**src/rtl/fifo_rr_drain_arbiter.sv**
```systemverilog
// Round-robin drain scheduler: pops a bank of FWFT FIFO read ports in bursts
// into a single registered valid/ready stream tagged with the source channel.
module fifo_rr_drain_arbiter #(
    parameter int NUM_CH     = 4,
    parameter int DATA_WIDTH = 8,
    parameter int BURST_MAX  = 4,
    parameter int CH_W       = $clog2(NUM_CH)
) (
    input  logic                         clk,
    input  logic                         reset,
    input  logic [NUM_CH-1:0]            ch_rempty,
    input  logic [NUM_CH*DATA_WIDTH-1:0] ch_rdata,
    input  logic [NUM_CH-1:0]            ch_enable,
    output logic [NUM_CH-1:0]            ch_ren,
    output logic                         m_valid,
    input  logic                         m_ready,
    output logic [DATA_WIDTH-1:0]        m_data,
    output logic [CH_W-1:0]              m_chan,
    output logic                         busy
);

    localparam int BC_W = $clog2(BURST_MAX) + 1;
    localparam logic [BC_W-1:0] BURST_LAST = BC_W'(BURST_MAX - 1);

    typedef enum logic {IDLE, GRANT} state_t;

    state_t                  state;
    logic [CH_W-1:0]         cur;
    logic [CH_W-1:0]         last_ptr;
    logic [BC_W-1:0]         burst_cnt;

    logic [NUM_CH-1:0]       req;
    logic                    any_req;
    logic                    req_cur;
    logic                    out_free;
    logic                    pop;
    logic [DATA_WIDTH-1:0]   cur_data;
    logic [CH_W-1:0]         next_ch;
    logic [CH_W-1:0]         idx_c;
    logic                    found;
    int                      idx;

    assign req      = ~ch_rempty & ch_enable;
    assign any_req  = |req;
    assign req_cur  = req[cur];
    assign out_free = ~m_valid | m_ready;
    assign pop      = (state == GRANT) & req_cur & out_free;
    assign cur_data = ch_rdata[cur*DATA_WIDTH +: DATA_WIDTH];
    assign busy     = (state == GRANT);

    // Pop strobe is combinational so the FIFO sees ren in the same cycle as the grant decision.
    always_comb begin
        ch_ren = '0;
        for (int i = 0; i < NUM_CH; i++) begin
            ch_ren[i] = pop & (CH_W'(i) == cur);
        end
    end

    // Circular search starting just past the channel that held the last grant.
    always_comb begin
        next_ch = '0;
        found   = 1'b0;
        idx     = 0;
        idx_c   = '0;
        for (int k = 1; k <= NUM_CH; k++) begin
            idx   = (int'(last_ptr) + k) % NUM_CH;
            idx_c = CH_W'(idx);
            if (!found && req[idx_c]) begin
                found   = 1'b1;
                next_ch = idx_c;
            end
        end
    end

    always_ff @(posedge clk or posedge reset) begin
        if (reset) begin
            state     <= IDLE;
            cur       <= '0;
            last_ptr  <= CH_W'(NUM_CH - 1);
            burst_cnt <= '0;
            m_valid   <= 1'b0;
            m_data    <= '0;
            m_chan    <= '0;
        end else begin
            // Output register: a pop replaces the word, an accept without pop empties it.
            if (pop) begin
                m_data  <= cur_data;
                m_chan  <= cur;
                m_valid <= 1'b1;
            end else if (m_ready) begin
                m_valid <= 1'b0;
            end

            case (state)
                IDLE: begin
                    if (any_req) begin
                        cur       <= next_ch;
                        burst_cnt <= '0;
                        state     <= GRANT;
                    end
                end
                GRANT: begin
                    if (pop) begin
                        if (burst_cnt == BURST_LAST) begin
                            burst_cnt <= '0;
                            last_ptr  <= cur;
                            state     <= IDLE;
                        end else begin
                            burst_cnt <= burst_cnt + 1'b1;
                        end
                    end else if (!req_cur) begin
                        last_ptr <= cur;
                        state    <= IDLE;
                    end
                end
                default: state <= IDLE;
            endcase
        end
    end

endmodule
```
**config.mk**
```make
export PLATFORM = sky130hd
export DESIGN_NAME = fifo_rr_drain_arbiter
export DESIGN_NICKNAME = d
export VERILOG_FILES = /design/src/rtl/fifo_rr_drain_arbiter.sv
export SDC_FILE = /design/constraint.sdc
export NUM_CORES = 1
export LEC_CHECK = 0
export ABC_AREA = 1
export CAP_MARGIN = 10
export CORE_MARGIN = 5
export CORE_UTILIZATION = 45
export CTS_CLUSTER_DIAMETER = 150
export DETAILED_ROUTE_END_ITERATION = 10
export PLACE_DENSITY = 0.92
export SLEW_MARGIN = 20
export SYNTH_ARGS = -nofsm -noshare
export SYNTH_HDL_FRONTEND = slang
export SYNTH_SLANG_ARGS = --single-unit
```
**constraint.sdc**
```tcl
create_clock -name clk -period 3.75 [get_ports clk]
set_input_delay 0.75 -clock clk [delete_from_list [all_inputs] [get_ports clk]]
set_output_delay 0.75 -clock clk [all_outputs]
set_load 0.02 [all_outputs]
```
Word-level counts from Yosys, hierarchy flattened
Cells that the tools add are included.

operators by class
  multipliers = 0
  magnitude comparators = 5
  shift-type cells = 1
  add/sub/neg operators = 5
  reduce and logical (&&, ||, !) cells = 12
  equality and inequality tests = 8
  bitwise logic cells = 11
  multiplexer cells = 31
  div/mod/pow operators = 0

operator list
  cell                                                                     count
  32-bit by 6-bit indexed part select with 8-bit output                    1
  2-bit by 3-bit < comparator with 1-bit output, second input constant     5
  1-bit two-way mux                                                        14
  2-bit two-way mux                                                        7
  1-bit binary-select mux with 2-bit select                                5
  3-bit two-way mux                                                        3
  1-bit AND                                                                6
  2-bit by 1-bit inequality test with 1-bit output, second input constant  3
  3-bit one-hot mux with 2 select lines                                    1
  2-bit by 1-bit adder with 2-bit output, second input constant            2
  2-bit adder, second input constant                                       2
  4-bit AND                                                                1
  2-bit == test, first input constant                                      2
  4-bit inverter                                                           1
  2-bit AND reduction                                                      2
  4-bit OR reduction                                                       1
  3-bit by 1-bit adder with 3-bit output, second input constant            1
  3-bit by 2-bit == test with 1-bit output, second input constant          1
  1-bit logical AND                                                        3
  1-bit logical NOT                                                        3
  3-bit AND reduction                                                      1
  1-bit by 2-bit == test with 1-bit output, first input constant           1
  2-bit logical NOT                                                        1
  2-bit inequality test, second input constant                             1
  4 further kinds                                                          5

storage, ports and cells
  register bits = 19
  memories kept = 0
  input port bits = 43
  logic and storage cells = 80
  output and inout bits = 16
  latch bits = 0
  bits in read-only memories = 0
  memory bits (writable) = 0

Logic depth before layout (Yosys ltp)
  depth after elaboration = 14
  mapped depth = 12
  depth with buffers taken out = 11

Worst setup path after synthesis
Ideal clock, no wire load.

  path type = input -> output
  start point = input port ch_rempty[2]
  end point = output port ch_ren[1]
  slack = 1.183 ns
  arrival = 1.817 ns
  cell stages on the path = 7
  data required time = 3.000 ns
  path buffers = 1
  cells stage by stage = inv_1 nand2_1 nor2b_1 nor3_4 nand3_4 buf_4 nor2_1

between the ends
  cells in the longest elaborated chain, start to end = 7

ends and longest elaborated chain
  element                                    line  source
  start: declaration                         11    input logic [NUM_CH-1:0] ch_rempty,
  4-bit inverter                             43    assign req = ~ch_rempty & ch_enable;
  4-bit AND                                  43
  1-bit binary-select mux with 2-bit select  45    assign req_cur = req[cur];
  1-bit two-way mux (not written as such)    45
  1-bit AND (2 in series)                    47    assign pop = (state == GRANT) & req_cur & out_free;
  1-bit AND                                  55    ch_ren[i] = pop & (CH_W'(i) == cur);
  end: declaration                           14    output logic [NUM_CH-1:0] ch_ren,

Every way passes these cells. The select of a mux whose other input is x is not followed.

Worst setup path in the final report
  start point = input port ch_enable[2]
  end point = output port ch_ren[3]

between the ends
  cells in the longest elaborated chain, start to end = 6

ends and longest elaborated chain
  element                                    line  source
  start: declaration                         13    input logic [NUM_CH-1:0] ch_enable,
  4-bit AND                                  43
  1-bit binary-select mux with 2-bit select  45
  1-bit two-way mux (not written as such)    45
  1-bit AND (2 in series)                    47
  1-bit AND                                  55

Every way passes these cells. The select of a mux whose other input is x is not followed.

==> metrics.txt <==
status=complete, no violations; share of layout cells above drive strength 1=5.84%; maximum vdd drop=0.564 mV; CTS clk-pin slew, worst paths=0.11 ns; Rel. slew slack=49.7%; vias in the first global route=1469; LEAKAGE=0.933 nW; Mapped Avg Cell Area=6.55 um2; combinational power share=62.5%; flops & latches, synth=19; Die ar.=0.00411 mm2; largest net degree at the start of global routing=21; Syn Std Cell Area=0.00132 mm2; DR DRC count=0; via count=1537; RSZ-0062 raised after global routing=false; cell row count=19; Initial DRC Count=85; H-tree Lvls=1; die width=64.1 um; post-synthesis sequential area ratio=36.3%; Die H=64.1 um; initial antenna violation count=0; vias per cell=5.34; worst-margin pin slew=0.754 ns; Fin Setup TNS=0 ns; clock buffer depth=2; total clock sinks=19; PwrDens=713 mW/mm2; Setup WS post-layout=0.370 ns; Layout Cells excl Fill=288; internal power=0.691 mW; Max Clock Skew=0.0113 ns; routed wire length=3900 um; n_diodes=0; cts hold-fix bufs=0; Period minus WS final=3.38 ns; Final nets=302; switching share of total power=49.8%; Fin. Hold Viols=0; PortBufs=58; gpl congestion=0.817; Clk pwr share=7.8%; final setup violation count=0; CTS buffer count=3; Seq pwr share=29.7%; Clock Latency Late Sink=0.30 ns; Mapped Nets=245; dpl hpwl=3100 um; post-synth cell types=25; P_sw=0.686 mW; WL/cell=13.5 um; period utilization=90.1%; total global-route track usage=19.3%; Core ar.=0.00278 mm2; max-slew violations=0; first-pass GRT wire length=6580 um; Post-CTS Setup Repair Bufs=0; 1st-pass router iterations=5; Ys Warns=0; post-cts resize count=0; multi-input logic area=721 um2; max_cap viols=0; Setup crit end kind=primary output; area delta synth->final=46.7%; Crit Path Max Fanout=7; io pins=59; clk root buf=clkbuf_4; Placed Cells=284; gr ovfl total=0; pre-CTS WS=0.382 ns; Post-Synthesis Cells=201; Worst Path Arrival=2.63 ns; critical path class=in -> out; highest clock rate=296 MHz; CP startpoint kind=input pin; Req. time, crit path=3.00 ns; register area=478 um2; CTS tree=done; FILL cells=232; initial core utilization=47.3%; post-route ant nets=0; Hold Crit Class=reg -> reg
cell type report:
cell class,count,area share (%)
Timing Repair Buffer,59,30.5
Clock buffer,4,1.36
Sequential cell,19,24.8
Multi-Input combinational cell,154,37.3
Inverter,21,4.08
Tap cell,31,2.01
critical path: stages:
cell and delay (ns):
clkdlybuf4s50_1 0.51, nand2_1 0.09, nor2b_1 0.16, nor3_4 0.22
nand3_4 0.14, nor2_1 0.13, clkdlybuf4s50_1 0.63
power groups by stage:
stage          clock, mW  sequential [mW]  combinational (mW)
2_1_floorplan          0            0.427               0.549
3_3_place_gp           0            0.404               0.840
3_5_place_dp           0            0.408               0.859
4_1_cts            0.108            0.405               0.861
5_1_grt            0.118            0.423               0.976
6_report           0.107            0.409               0.861
Yosys cell counts, drive strengths merged:
library cell	n	area (um2)
nand2	78	293
o211ai	1	7.51
inv	21	78.8
nor2b	1	6.26
buf	3	23.8
a21oi	7	35.0
nor3	2	26.3
or2	1	6.26
a22oi	1	12.5
dfrtp	17	425
nor2	10	40.0
nand4	5	31.3
dfstp	2	52.6
clkbuf	4	15.0
ha	1	12.5
o31ai	1	7.51
nand3	35	188
o21ai	11	55.1
kinds of logic after synthesis:
group	share of synthesized area [%]
buffers and inverters	8.93
AO/OA/AOI/OAI	8.94
adder cells (fa/ha/maj)	0.950
AND/OR/NAND/NOR	44.9
flip-flops	36.3
metal layers:
layer,track usage (%),routed length [um],share of wire [%],up-vias
met3,3.68,274,7.0,4
met4,3.38,34,0.87,0
li1,-,-,-,770
met5,0,0,0,-
met2,32.9,1930,49,63
met1,25.6,1660,43,700
registers in the layout (all words and copies together), names as in the netlist:
signal and cells:
m_valid 1, busy 1, m_data 8, last_ptr 2, burst_cnt 3, cur 2, m_chan 2
through the flow:
| step | instance area (um2) | power, mW | utilization, % | hold slack, ns |
|---|---|---|---|---|
| after floorplan | 1320 | 0.976 | - | 0.472 |
| after global placement | 1900 | 1.24 | 68.5 | 0.461 |
| after detailed placement | 1900 | 1.27 | 68.5 | 0.469 |
| after CTS | 1930 | 1.37 | 69.4 | 0.497 |
| after global routing | 1930 | 1.52 | 69.4 | 0.544 |
| final | 1930 | 1.38 | 69.4 | 0.495 |
cell usage in the layout, fill, tap and decap left out:
| cell | count |
|---|---|
| dfstp_2 | 2 |
| inv_2 | 3 |
| a21oi_1 | 7 |
| nor2_2 | 1 |
| ha_1 | 1 |
| nor2b_1 | 1 |
| nor3_4 | 1 |
| a22oi_2 | 1 |
| nand3_4 | 1 |
| buf_4 | 1 |
| o211ai_1 | 1 |
| o31ai_1 | 1 |
| nor2_1 | 9 |
| o21ai_0 | 5 |
| nand2_1 | 78 |
| clkdlybuf4s50_1 | 58 |
| nand3_1 | 34 |
| inv_1 | 18 |
| o21ai_1 | 6 |
| nand4_1 | 5 |
| or2_2 | 1 |
| clkbuf_1 | 1 |
| clkbuf_4 | 3 |
| nor3_2 | 1 |
| dfrtp_1 | 17 |
path summary, 6_finish.rpt:
path / start / end / slack (ns) / depth (start not counted)
setup / recovery: ch_enable[2] / ch_ren[3] / 0.37 / 7
hold / removal: m_data[5] / m_data[5] / 0.50 / 2
setup reg to reg: cur[0] / m_data[0] / 1.69 / 9
hold reg to reg: m_data[5] / m_data[5] / 0.50 / 2
max in group asynchronous: reset / m_data[0] / 2.40 / 2
min in group asynchronous: reset / m_data[4] / 0.87 / 2
Power figures use the tool's default switching activity.
